[src/rtl/spi_master_shifter.sv]
// Bit-level SPI master engine: SCLK/MOSI/SS generation and MISO capture, all four CPOL/CPHA modes.
// Optional internal loopback path is built when SPI_LOOPBACK_EN is defined.
module spi_master_shifter #(
  parameter int D_WIDTH = 8,
  parameter int SLAVES  = 1,
  parameter int ADDR_W  = 1
) (
  input  logic               clk,
  input  logic               reset_n,
  input  logic               enable,
  input  logic               cpol,
  input  logic               cpha,
  input  logic               cont,
  input  logic [7:0]         clk_div,
  input  logic [ADDR_W-1:0]  addr,
  input  logic [D_WIDTH-1:0] tx_data,
  input  logic               miso,
`ifdef SPI_LOOPBACK_EN
  input  logic               loopback,
`endif
  output logic               sclk,
  output logic               mosi,
  output logic [SLAVES-1:0]  ss_n,
  output logic               busy,
  output logic [D_WIDTH-1:0] rx_data,
  output logic               done
);

  localparam int EDGES = 2 * D_WIDTH;
  localparam int EW    = $clog2(EDGES + 1);

  typedef enum logic [1:0] {IDLE, XFER, FINISH} state_t;

  state_t state, state_nxt;

  logic               cpol_q;
  logic               cpha_q;
  logic               cont_q;
  logic [7:0]         div_q;
  logic [ADDR_W-1:0]  addr_q;
  logic [7:0]         cnt;
  logic [EW-1:0]      edge_cnt;
  logic [D_WIDTH-1:0] tx_sh;
  logic [D_WIDTH-1:0] rx_sh;
  logic               half_wrap;
  logic               word_end;
  logic               restart;
  logic               odd_edge;
  logic               sample_bit;
  logic               ss_allow;

  assign half_wrap = (cnt == div_q);
  assign word_end  = (state == XFER) && half_wrap && (edge_cnt == EW'(EDGES));
  assign restart   = word_end && cont_q && enable;
  // edge_cnt holds the number of edges already made, so the upcoming edge is odd when it is even
  assign odd_edge  = ~edge_cnt[0];
  assign busy      = (state != IDLE);

`ifdef SPI_LOOPBACK_EN
  logic lb_q;

  always_ff @(posedge clk or negedge reset_n) begin
    if (!reset_n) begin
      lb_q <= 1'b0;
    end else if (state == IDLE && enable) begin
      lb_q <= loopback;
    end
  end

  assign sample_bit = lb_q ? mosi : miso;
  assign ss_allow   = ~lb_q;
`else
  assign sample_bit = miso;
  assign ss_allow   = 1'b1;
`endif

  always_ff @(posedge clk or negedge reset_n) begin
    if (!reset_n) begin
      state <= IDLE;
    end else begin
      state <= state_nxt;
    end
  end

  always_comb begin
    state_nxt = state;
    case (state)
      IDLE:    if (enable) state_nxt = XFER;
      XFER:    if (word_end && !restart) state_nxt = FINISH;
      FINISH:  state_nxt = IDLE;
      default: state_nxt = IDLE;
    endcase
  end

  // Out-of-range addresses simply decode to no select while the transfer still runs
  always_comb begin
    ss_n = '1;
    if (state != IDLE && ss_allow) begin
      for (int i = 0; i < SLAVES; i++) begin
        if (addr_q == ADDR_W'(i)) ss_n[i] = 1'b0;
      end
    end
  end

  always_ff @(posedge clk or negedge reset_n) begin
    if (!reset_n) begin
      cpol_q   <= 1'b0;
      cpha_q   <= 1'b0;
      cont_q   <= 1'b0;
      div_q    <= '0;
      addr_q   <= '0;
      cnt      <= '0;
      edge_cnt <= '0;
      tx_sh    <= '0;
      rx_sh    <= '0;
      sclk     <= 1'b0;
      mosi     <= 1'b0;
      rx_data  <= '0;
      done     <= 1'b0;
    end else begin
      done <= 1'b0;
      case (state)
        IDLE: begin
          sclk <= cpol;
          if (enable) begin
            cpol_q   <= cpol;
            cpha_q   <= cpha;
            cont_q   <= cont;
            div_q    <= clk_div;
            addr_q   <= addr;
            cnt      <= '0;
            edge_cnt <= '0;
            rx_sh    <= '0;
            if (!cpha) begin
              mosi  <= tx_data[D_WIDTH-1];
              tx_sh <= {tx_data[D_WIDTH-2:0], 1'b0};
            end else begin
              tx_sh <= tx_data;
            end
          end
        end
        XFER: begin
          if (word_end) begin
            rx_data  <= rx_sh;
            done     <= 1'b1;
            cnt      <= '0;
            edge_cnt <= '0;
            if (restart) begin
              rx_sh <= '0;
              if (!cpha_q) begin
                mosi  <= tx_data[D_WIDTH-1];
                tx_sh <= {tx_data[D_WIDTH-2:0], 1'b0};
              end else begin
                tx_sh <= tx_data;
              end
            end
          end else if (half_wrap) begin
            cnt      <= '0;
            sclk     <= ~sclk;
            edge_cnt <= edge_cnt + EW'(1);
            // CPHA=0 samples on odd edges, CPHA=1 on even edges; the other edge shifts
            if (odd_edge ^ cpha_q) begin
              rx_sh <= {rx_sh[D_WIDTH-2:0], sample_bit};
            end else begin
              mosi  <= tx_sh[D_WIDTH-1];
              tx_sh <= {tx_sh[D_WIDTH-2:0], 1'b0};
            end
          end else begin
            cnt <= cnt + 8'd1;
          end
        end
        FINISH: begin
          sclk <= cpol_q;
        end
        default: begin
          sclk <= cpol;
        end
      endcase
    end
  end

endmodule

[config.mk]
export PLATFORM = sky130hd
export DESIGN_NAME = spi_master_shifter
export DESIGN_NICKNAME = d
export VERILOG_FILES = /design/src/rtl/spi_master_shifter.sv
export SDC_FILE = /design/constraint.sdc
export NUM_CORES = 1
export LEC_CHECK = 0
export BUFFER_PORTS_ARGS = -buffer_cell sky130_fd_sc_hd__buf_2
export CAP_MARGIN = 10
export CORE_MARGIN = 2
export CORE_UTILIZATION = 60
export CTS_CLUSTER_SIZE = 14
export DETAILED_ROUTE_END_ITERATION = 8
export PLACE_DENSITY_LB_ADDON = 0.3
export SETUP_SLACK_MARGIN = 0.1
export SYNTH_ARGS = -nofsm -noshare
export SYNTH_HDL_FRONTEND = slang
export SYNTH_SLANG_ARGS = --single-unit
[constraint.sdc]
create_clock -name clk -period 5 [get_ports clk]
set_input_delay 0.5 -clock clk [delete_from_list [all_inputs] [get_ports clk]]
set_output_delay 0.5 -clock clk [all_outputs]
set_load 0.1 [all_outputs]
# Word level (Yosys, flattened, before mapping)
# Index checks and enable logic that the tools add are counted.
# word_totals
register_bits,54
in_bits,24
out_inout_bits,13
wordCells,90
# classes
addsub,2
eq_ne,14
n_mux,39
n_bitwise,3
n_reduce_logical,18
# ops
operator,n
$mux W8,14
$pmux W8 S2,3
$mux W5,3
$mux W1,13
$ne A3 B3 Y1 const B,4
$pmux W5 S2,1
$reduce_and A2 Y1,5
$reduce_and A5 Y1,2
$add A8 B1 Y8 const B,1
$eq A8 B8 Y1,1
$ne A2 B2 Y1 const B,4
$reduce_and A7 Y1,1
$add A5 B1 Y5 const B,1
$eq A5 B5 Y1 const B,1
$logic_and A1 B1 Y1,5
$mux W2,2
$pmux W1 S2,2
$pmux W2 S2,1
$reduce_bool A2 Y1,2
$ne A3 B2 Y1 const B,1
$reduce_and A3 Y1,1
$eq A2 B1 Y1 const B,1
$eq A2 B2 Y1 const B,1
$logic_not A2 Y1,1
other kinds (4),5

# Depth between registers and ports, before layout
# Gate-level depths: netlist of run 1.
# depth
word_depth,9
mapped_depth,9
ltp_nobuf,7

# Least setup slack after synthesis of run 1
# No wires, ideal clock.
# synth_timing
path_type,reg-to-reg
from,register edge_cnt[0]
to,register tx_sh[2]
setup_ns,0.087
arrival_time_ns,1.937
required_ns,4.913
slack_ns,2.976
path_stages_with_launch,9
n_path_buf,1
cell_sequence,dfrtp_1 inv_1 ha_1 and4bb_1 and2_4 a211o_1 or3_1 buf_2 o211ai_1
# synth_between
elab_chain_cells,6
elab_cells_between_ends,12
classes_between,eq/ne (4); mux (2); bitwise (2); reduce/logical (4)
# synth_lines
item,line_no,rtl
from (decl),42,logic [EW-1:0] edge_cnt;
from (signal assigned),160,edge_cnt <= edge_cnt + EW'(1);
$eq A5 B5 Y1,53,assign word_end = (state == XFER) && half_wrap && (edge_cnt == EW'(EDGES));
$logic_and A1 B1 Y1,53,
$logic_and A1 B1 Y1 (2 in a row),54,assign restart = word_end && cont_q && enable;
$ne A3 B3 Y1 (no line),-,
$reduce_and A5 Y1 (no line),-,
to (signal assigned),136,"tx_sh <= {tx_data[D_WIDTH-2:0], 1'b0};"
to (signal assigned),138,tx_sh <= tx_data;
to (signal assigned),152,"tx_sh <= {tx_data[D_WIDTH-2:0], 1'b0};"
to (decl),43,logic [D_WIDTH-1:0] tx_sh;
# Several ways; a longest one is shown, not always the timed one.
# A chain may end at the register's enable or synchronous reset.

# Worst setup path in the final report of run 1
# layout_timing
from,register state[1]
to,register mosi
# layout_between
elab_chain_cells,7
elab_cells_between_ends,16
classes_between,eq/ne (7); mux (2); reduce/logical (7)
# layout_lines
item,line_no,rtl
from (decl),34,"state_t state, state_nxt;"
from (signal assigned),81,state <= state_nxt;
$eq A2 B1 Y1,"53, 122",
$logic_and A1 B1 Y1 (2 in a row),53,
$logic_and A1 B1 Y1 (2 in a row),54,
$ne A3 B3 Y1 (no line),-,
$reduce_and A7 Y1 (no line),-,
to (signal assigned),135,mosi <= tx_data[D_WIDTH-1];
to (signal assigned),151,mosi <= tx_data[D_WIDTH-1];
to (signal assigned),165,mosi <= tx_sh[D_WIDTH-1];
to (decl),22,"output logic mosi,"
# Several ways; a longest one is shown, not always the timed one.

==> flow_metrics.env, run 1 <==
export IMPL_path_depth=7
export IMPL_fp_row_count=25
export IMPL_crit_slowest_cell="a21oi_1"
export IMPL_synth_seq_area_share_pct=46.71
export IMPL_synth_top_family_by_area="multiplexers"
export IMPL_fin_tns_setup_ps=0
export IMPL_crit_required_ps=5200
export IMPL_ioPinCount=37
export IMPL_rsz0062_at_grt="false"
export IMPL_grt_pass1_vias=2011
export IMPL_viasPerCell=6.063
export IMPL_cts_tree="yes"
export IMPL_drtAntennaViolNets=0
export IMPL_place_congestion=0.8236
export IMPL_drt_initial_drc_count=128
export IMPL_cts_hold_buffers=0
export IMPL_final_cell_area_um2=3229
export IMPL_syn_area_um2=2893
export IMPL_ys_flop_type="dfrtp_1"
export IMPL_power_density_nw_per_um2=566.4
export IMPL_grt_max_degree=55
export IMPL_min_period_over_period_pct=58.04
export IMPL_clk_pin_slew_ps=100
export IMPL_drc=0
export IMPL_dpl_cell_count=344
export IMPL_yosys_area_share_simple_pct=11.98
export IMPL_syn_nets=294
export IMPL_yosysTopAreaCell="dfrtp_1"
export IMPL_clock_path_buffers=2
export IMPL_synth_adder_area_share_pct=2.595
export IMPL_fmax_mhz=344.6
export IMPL_cp_end_kind="flop"
export IMPL_grt_ovfl_total=0
export IMPL_p_leak_nw=1.368
export IMPL_setup_ws_ps=2098
export IMPL_ys_types=48
export IMPL_cts_buffers=5
export IMPL_timing_reg2reg_setup_slack_ps=2100
export IMPL_synth_top_area_share_pct=46.71
export IMPL_fin_util_pct=68.83
export IMPL_antenna_found_initial=0
export IMPL_muxShareOfSynthArea_pct=16.48
export IMPL_synth_edf_count=0
export IMPL_start_kind="flop"
export IMPL_fin_hold_ws_ps=288.9
export IMPL_synthToLayoutAreaGrowth_pct=11.64
export IMPL_vdd_drop_max_v=0.0002850
export IMPL_die_w_um=73.44
export IMPL_hold_violations=0
export IMPL_place_ws_ps=2145
export IMPL_worst_setup_path_type="reg -> reg"
export IMPL_cts_resized_gates=0
export IMPL_path_cells="inv_1 -> ha_1 -> inv_1 -> a21oi_1 -> buf_4 -> nor3_1 -> mux2_2"
export IMPL_wl_mm=5.767
export IMPL_critPathBufInv=3
export IMPL_r2r_cells=7
export IMPL_vias=2134
export IMPL_postCtsSetupRepairBufs=0
export IMPL_power_total_mw=1.829
export IMPL_die_h_um=73.44
export IMPL_critPathMaxStageDelay_ps=720
export IMPL_start_util_pct=61.65
export IMPL_min_delay_path_class="in -> async"
export IMPL_grt_busiest_layer="met2"
export IMPL_layout_cells_non_filler=352
export IMPL_tightest_slew_ps=800.8
export IMPL_grt_util_met3_pct=4.527
export IMPL_ys_seq_elements=54
export IMPL_die_area_um2=5393
export IMPL_dp_hpwl_mm=4.051
export IMPL_async_flop_share_pct=100.0
export IMPL_core_area_um2=4692
export IMPL_fin_skew_ps=10.48
export IMPL_syn_area_per_cell_um2=10.96
export IMPL_grt_pass1_wl_mm=9.377
export IMPL_worstPathArrival_ps=3100
export IMPL_status="completed"
export IMPL_clock_root_buffer="clkbuf_8"
export IMPL_critical_path_top_delay_family="buffers and inverters"
export IMPL_synthXorXnorAreaFrac_pct=3.590
export IMPL_insertedDiodeCount=0
export IMPL_placed_area_um2=3108
export IMPL_port_buffers=36
export IMPL_max_cap_violations=0
export IMPL_cts_sinks=54
export IMPL_grt_use_met2_pct=36.64
export IMPL_ys_warn_count=0
export IMPL_drive_gt1_share_pct=28.19
export IMPL_finalCriticalPeriod_ps=2902
export IMPL_slew_headroom_pct=46.61
export IMPL_grt_usage_pct=22.83
export IMPL_h_tree_depth=2
export IMPL_crit_fanout=18
export IMPL_synth_compound_area_share_pct=14.53
export IMPL_wl_per_cell_um=16.38
export IMPL_firstDrtPassIters=4
export IMPL_synthTopCellsByCount="dfrtp_1, mux2_2, inv_1, mux2i_1"
export IMPL_setup_viol=0
export IMPL_synthCells=264
export IMPL_yosysMostFrequentCell="dfrtp_1"
export IMPL_netlist_top_cells_area="dfrtp_1, mux2_2, mux2i_1"
export IMPL_slew_viol_final=0
export IMPL_fin_nets=327
export IMPL_insertion_delay_ps=310
export IMPL_use_met1_pct=30.96
export IMPL_crit_top_cell="inv_1"
routing by layer:
| metal | up-vias | wire length [um] |
|---|---|---|
| li1 | 1029 | - |
| met1 | 1048 | 2639 |
| met2 | 48 | 2804 |
| met3 | 9 | 222 |
| met4 | 0 | 99 |
| met5 | - | 0 |
registers in the layout, indices dropped and copies added, names as in the netlist:
| signal | flops |
|---|---|
| cnt | 8 |
| div_q | 8 |
| rx_data | 8 |
| rx_sh | 8 |
| tx_sh | 8 |
| edge_cnt | 5 |
| state | 2 |
| addr_q | 1 |
| cont_q | 1 |
| cpha_q | 1 |
| cpol_q | 1 |
| done | 1 |
| mosi | 1 |
| sclk | 1 |
final timing paths:
check | from | to
max | state[1] | mosi
min | reset_n | rx_sh[6]
max reg2reg | state[1] | mosi
min reg2reg | rx_data[7] | rx_data[7]
max in group asynchronous | reset_n | tx_sh[7]
min in group clk | cont | cont_q
final cells by class:
| cell class | count | area, um^2 |
|---|---|---|
| Clock buffer | 6 | 82.58 |
| Tap cell | 54 | 67.56 |
| Inverter | 15 | 56.30 |
| Timing Repair Buffer | 40 | 210.2 |
| Fill cell | 374 | 1463 |
| Multi-Input combinational cell | 181 | 1423 |
| Clock inverter | 2 | 38.79 |
| Sequential cell | 54 | 1351 |
report_power, final:
part / total (mW) / internal [mW] / switching [mW]
sequential: 0.684 / 0.569 / 0.115
clock: 0.308 / 0.165 / 0.144
combinational: 0.837 / 0.317 / 0.520
placed cells by master, fill, tap and decap left out, types with 6 or more instances in the layout:
cell / synthesis / routed
or3_1: 9 / 9
nand3_1: 9 / 9
a22o_1: 6 / 6
dfrtp_1: 54 / 54
mux2i_1: 15 / 15
mux2_2: 29 / 29
o22ai_1: 8 / 8
xnor2_1: 9 / 9
inv_1: 15 / 15
buf_2: 8 / 36
nand2_1: 14 / 14
ha_1: 6 / 6
nor2_1: 7 / 7
o211ai_1: 8 / 8
o21ai_0: 14 / 14
clkbuf_8: 0 / 6
worst reg2reg max path: stages (launching register included):
cell and delay, ps:
dfrtp_1 410, inv_1 90, ha_1 520, inv_1 370, a21oi_1 720, buf_4 310, nor3_1 80, mux2_2 280
cells by family (layout without fill, tap and decap cells):
family	after synthesis	after routing
muxes	44	44
xor gates and xnor gates	11	11
DFF	54	54
adders and majority gates	6	6
buffers and inverters	29	63
and+or+nand+nor	62	62
AOI/OAI and AO/OA	58	58
Note: power is estimated with default switching activity, not from simulation.
==> run 2, diff against run 1 <==
Settings changed: ABC_AREA set to 1, CORE_UTILIZATION 60 to 58.
Clock period 5 ns to 2.85 ns, I/O delays scaled along.
==> flow_metrics.env, run 2 <==
export IMPL_status="completed"
export IMPL_cts_hold_buffers=0
export IMPL_min_period_over_period_pct=74.34
export IMPL_h_tree_depth=2
export IMPL_yosysMostFrequentCell="nand2_1"
export IMPL_grt_pass1_vias=2207
export IMPL_postCtsSetupRepairBufs=0
export IMPL_fin_skew_ps=15.25
export IMPL_wl_per_cell_um=11.42
export IMPL_cts_resized_gates=0
export IMPL_worst_setup_path_type="reg -> reg"
export IMPL_crit_required_ps=3110
export IMPL_grt_pass1_wl_mm=9.846
export IMPL_firstDrtPassIters=4
export IMPL_syn_area_per_cell_um2=7.711
export IMPL_r2r_end="mosi"
export IMPL_antenna_found_initial=0
export IMPL_clock_path_buffers=2
export IMPL_insertedDiodeCount=0
export IMPL_max_cap_violations=0
export IMPL_drive_gt1_share_pct=16.20
export IMPL_r2r_cells=10
export IMPL_setup_ws_ps=731.2
export IMPL_combPwrFrac_pct=47.9
export IMPL_dp_hpwl_mm=4.188
export IMPL_rsz0062_at_grt="false"
export IMPL_tightest_slew_ps=653.0
export IMPL_synth_edf_count=0
export IMPL_vias=2441
export IMPL_clk_pin_slew_ps=110
export IMPL_drc=0
export IMPL_cts_buffers=5
export IMPL_drt_initial_drc_count=240
export IMPL_ioPinCount=37
export IMPL_viasPerCell=4.921
export IMPL_pwr_share_clk_pct=14.8
export IMPL_synthToLayoutAreaGrowth_pct=11.73
export IMPL_slew_viol_final=0
export IMPL_fp_row_count=26
export IMPL_p_switching_mw=1.424
export IMPL_layout_common_cells="nand2_1, dfrtp_1, inv_1"
export IMPL_ys_types=35
export IMPL_finalCriticalPeriod_ps=2119
export IMPL_worstPathArrival_ps=2380
export IMPL_cp_end_kind="flop"
export IMPL_grt_ovfl_total=0
export IMPL_synth_top_area_share_pct=45.40
export IMPL_ys_flop_type="dfrtp_1"
export IMPL_ys_warn_count=0
export IMPL_ys_seq_elements=54
export IMPL_place_ws_ps=740.0
export IMPL_grt_usage_pct=22.40
export IMPL_timing_reg2reg_setup_slack_ps=730
export IMPL_syn_nets=416
export IMPL_p_int_mw=1.579
export IMPL_netlist_top_cells_area="dfrtp_1, nand2_1, inv_1"
export IMPL_cts_tree="yes"
export IMPL_port_buffers=36
export IMPL_start_util_pct=59.03
export IMPL_fin_hold_ws_ps=72.66
export IMPL_setup_viol=0
export IMPL_start_kind="flop"
export IMPL_switching_share_pct=47.41
export IMPL_power_density_nw_per_um2=902.9
export IMPL_final_common_cell="nand2_1"
export IMPL_cts_sinks=54
export IMPL_crit_fanout=27
export IMPL_p_seq_share_pct=37.3
export IMPL_wl_mm=5.666
export IMPL_place_congestion=0.8483
export IMPL_synthTopCellsByCount="nand2_1, dfrtp_1, inv_1"
export IMPL_die_h_um=75.64
export IMPL_synth_seq_area_share_pct=45.40
export IMPL_core_area_um2=5042
export IMPL_slew_headroom_pct=56.47
export IMPL_p_leak_nw=1.744
export IMPL_die_w_um=75.64
export IMPL_clock_root_buffer="clkbuf_8"
export IMPL_die_area_um2=5721
export IMPL_fin_tns_setup_ps=0
export IMPL_syn_area_um2=2977
export IMPL_r2r_start="state[1]"
export IMPL_yosysTopAreaCell="dfrtp_1"
export IMPL_async_flop_share_pct=100.0
export IMPL_min_delay_path_class="in -> async"
export IMPL_vdd_drop_max_v=0.0007076
export IMPL_insertion_delay_ps=320
export IMPL_fmax_mhz=472.0
export IMPL_grt_max_degree=55
export IMPL_drtAntennaViolNets=0
export IMPL_synthCells=386
export IMPL_hold_violations=0
export IMPL_fin_nets=455
run 2: changes by cell type in the layout (fill, tap and decap cells not counted), moves of 8 or more:
cell / before / now
o21ai_1: 2 / 10
nor2_1: 7 / 29
mux2i_1: 15 / 7
o211ai_1: 8 / 0
o21ai_0: 14 / 22
or3_1: 9 / 0
mux2_2: 29 / 2
inv_1: 15 / 48
nand2_1: 14 / 130
a21oi_1: 4 / 13
nand3_1: 9 / 19
o22ai_1: 8 / 0
xnor2_1: 9 / 1
run 2: layout make-up:
type | count | area (um^2)
repair buffers | 39 | 202.7
clock buffers | 5 | 68.82
multi-input cells | 272 | 1390
well taps | 70 | 87.58
clock inverters | 3 | 26.28
fillers | 435 | 1717
flip-flops and latches | 54 | 1351
inverters | 53 | 198.9
run 2: critical path, cell delays in order (launching register included):
cell     delay (ps)
dfrtp_1         420
inv_1            80
ha_1            190
inv_2            90
nor3_4          290
nand3_4         310
nand2_2         230
nor2_2          100
nor2_8          190
nand3_1          90
nand2_1          60
run 2: cells by family (layout without fill, tap and decap cells):
kind of cell	Yosys count	after routing	synth area share (%)
simple gates	197	197	29.51
buf+inv	60	100	7.902
compound gates	55	55	10.09
flops	54	54	45.40
mux	9	9	3.111
fa+ha+maj	6	6	2.522
xor+xnor	5	5	1.471
run 2: per-stage QoR:
stage	total power [mW]	area, um^2	utilization, %	instances
after floorplan	2.278	2977	-	386
after global placement	2.536	3231	64.07	488
after detailed placement	2.570	3231	64.07	488
after CTS	3.016	3326	65.96	496
after global routing	3.264	3326	65.96	496
final	3.003	3326	65.96	496
run 2: power groups by stage:
stage          Combinational [mW]  Sequential, mW  Clock [mW]
6_report                     1.44            1.12       0.444
5_1_grt                      1.63            1.15       0.486
4_1_cts                      1.44            1.12       0.456
3_5_place_dp                 1.44            1.13           0
3_3_place_gp                 1.41            1.13           0
2_1_floorplan                1.12            1.16           0
run 2: worst max path at each step:
stage,start,end,slack [ps],depth (start not counted)
6_report,state[1],mosi,730,10
5_1_grt,state[1],rx_sh[3],530,11
4_1_cts,state[1],rx_sh[3],720,11
3_5_place_dp,state[1],rx_sh[2],740,11
3_3_place_gp,edge_cnt[0],mosi,780,10
2_1_floorplan,state[0],state[0],970,6
run 2: routing by layer:
metal,GRT usage [%],vias up,part of all wire [%]
li1,-,1294,-
met1,33.99,1096,51
met2,33.33,45,45
met3,3.836,6,3.3
met4,6.238,0,0.92
met5,0,-,0
==> run 3, diff against run 2 <==
Settings changed: CORE_UTILIZATION 58 to 52.
Clock period 2.85 ns to 1.9 ns, I/O delays scaled along.
==> flow_metrics.env, run 3 (synthesized netlist as in run 2, its figures left out) <==
export IMPL_status="completed"
export IMPL_slew_headroom_pct=65.06
export IMPL_core_area_um2=5507
export IMPL_grt_pass1_wl_mm=10.83
export IMPL_regArea_um2=1356
export IMPL_crit_slowest_cell="dfrtp_1"
export IMPL_worstPathArrival_ps=2150
export IMPL_h_tree_depth=2
export IMPL_firstDrtPassIters=6
export IMPL_cts_buffers=5
export IMPL_critical_path_top_delay_family="simple AND/OR/NAND/NOR gates"
export IMPL_critPathBufInv=2
export IMPL_combPwrFrac_pct=53.9
export IMPL_clk_pin_slew_ps=110
export IMPL_die_area_um2=6346
export IMPL_viasPerCell=5.167
export IMPL_holdPathStages=2
export IMPL_grt_max_degree=55
export IMPL_setup_ws_ps=11.49
export IMPL_p_int_mw=2.863
export IMPL_synthToLayoutAreaGrowth_pct=24.76
export IMPL_crit_required_ps=2160
export IMPL_critPathMaxStageDelay_ps=420
export IMPL_crit_top_cell="nand2_1"
export IMPL_grt_ovfl_total=0
export IMPL_start_kind="flop"
export IMPL_crit_fanout=5
export IMPL_slew_viol_final=0
export IMPL_r2r_start="edge_cnt[1]"
export IMPL_fmax_mhz=529.5
export IMPL_pwr_share_clk_pct=14.9
export IMPL_switching_share_pct=46.07
export IMPL_r2r_cells=11
export IMPL_insertion_delay_ps=320
export IMPL_fin_skew_ps=11.83
export IMPL_start_util_pct=54.06
export IMPL_wl_mm=7.074
export IMPL_holdPathEnd="cont_q"
export IMPL_drive_gt1_share_pct=27.11
export IMPL_grt_usage_pct=21.59
export IMPL_hold_violations=0
export IMPL_min_period_over_period_pct=99.40
export IMPL_tightest_slew_ps=522.2
export IMPL_worst_setup_path_type="reg -> reg"
export IMPL_cts_tree="yes"
export IMPL_grt_pass1_vias=2363
export IMPL_insertedDiodeCount=0
export IMPL_dp_hpwl_mm=4.549
export IMPL_p_seq_share_pct=31.2
export IMPL_vdd_drop_max_v=0.001281
export IMPL_final_common_cell="nand2_1"
export IMPL_fillers=435
export IMPL_wl_per_cell_um=13.55
export IMPL_place_congestion=0.7997
export IMPL_drt_initial_drc_count=227
export IMPL_timing_reg2reg_setup_slack_ps=10
export IMPL_fp_row_count=27
export IMPL_ioPinCount=37
export IMPL_setup_viol=0
export IMPL_vias=2697
export IMPL_die_h_um=79.66
export IMPL_cts_sinks=54
export IMPL_cp_end_kind="flop"
export IMPL_place_ws_ps=41.77
export IMPL_p_switching_mw=2.446
export IMPL_clock_root_buffer="clkbuf_8"
export IMPL_finalCriticalPeriod_ps=1889
export IMPL_drc=0
export IMPL_drtAntennaViolNets=0
export IMPL_port_buffers=36
export IMPL_clock_path_buffers=2
export IMPL_fin_nets=479
export IMPL_power_density_nw_per_um2=1430
export IMPL_rsz0062_at_grt="true"
export IMPL_p_leak_nw=1.859
export IMPL_fin_tns_setup_ps=0
export IMPL_antenna_found_initial=0
export IMPL_path_cells="inv_2 -> ha_4 -> nand3_4 -> nor3_4 -> nand3_4 -> nand2_4 -> buf_4 -> nand2_1 -> nand2_1 -> nand3_2 -> nand2_1"
export IMPL_layout_common_cells="nand2_1, dfrtp_1, inv_1"
export IMPL_r2r_end="mosi"
export IMPL_multi_input_area_um2=1528
export IMPL_hp_start="cont"
export IMPL_die_w_um=79.66
export IMPL_max_cap_violations=0
export IMPL_min_delay_path_class="in -> reg"
[run 3: how the worst max path moves through the flow]
stage                start          end  cells after the start
2_1_floorplan     state[1]  edge_cnt[0]                     10
3_3_place_gp      state[1]       cnt[7]                     10
3_5_place_dp      state[1]  edge_cnt[0]                     10
4_1_cts           state[1]  edge_cnt[0]                     10
5_1_grt        edge_cnt[1]     rx_sh[4]                     11
6_report       edge_cnt[1]         mosi                     11
[run 3: metal layers]
| metal | vias up | wire length, um | track usage, % |
|---|---|---|---|
| met3 | 14 | 324 | 3.054 |
| met5 | - | 0 | 0 |
| li1 | 1343 | - | - |
| met4 | 0 | 91 | 5.172 |
| met2 | 77 | 3402 | 34.03 |
| met1 | 1263 | 3256 | 31.54 |
[run 3: metrics by stage]
step | area, um^2 | hold slack, ps | total power [mW] | utilization (%) | cells
2_1_floorplan | 2980 | -105.6 | 3.431 | - | 386
3_3_place_gp | 3317 | 207.8 | 3.937 | 60.24 | 499
3_5_place_dp | 3317 | 211.3 | 4.007 | 60.24 | 499
4_1_cts | 3470 | 96.67 | 4.846 | 63.01 | 510
5_1_grt | 3714 | 101.2 | 5.690 | 67.44 | 522
6_report | 3714 | 105.9 | 5.309 | 67.44 | 522
[run 3: layout make-up]
| type | instances | share of cell area [%] |
|---|---|---|
| Timing Repair Buffer | 61 | 10.98 |
| Timing Repair inverter | 1 | 0.1348 |
| Multi-Input combinational cell | 273 | 41.14 |
| Clock inverter | 3 | 1.213 |
| Sequential cell | 54 | 36.52 |
| Tap cell | 72 | 2.426 |
| Inverter | 53 | 5.728 |
| Clock buffer | 5 | 1.853 |
[run 3: power by group through the flow]
stage               sequential (mW)  clock [mW]  combinational, mW
global route                   1.69       0.840               3.16
CTS                            1.64       0.812               2.40
floorplan                      1.74           0               1.69
finish                         1.66       0.790               2.86
global placement               1.64           0               2.30
detailed placement             1.66           0               2.35
[run 3: timing repair]
item                                    CTS  global route
cloned                                    0             2
endpoints found under the hold margin    54             0
buffers inserted                          2            10
resized for setup                         4            47
endpoints found under the setup margin   25            30
hold buffers                              1             0
pin swaps                                 0            10
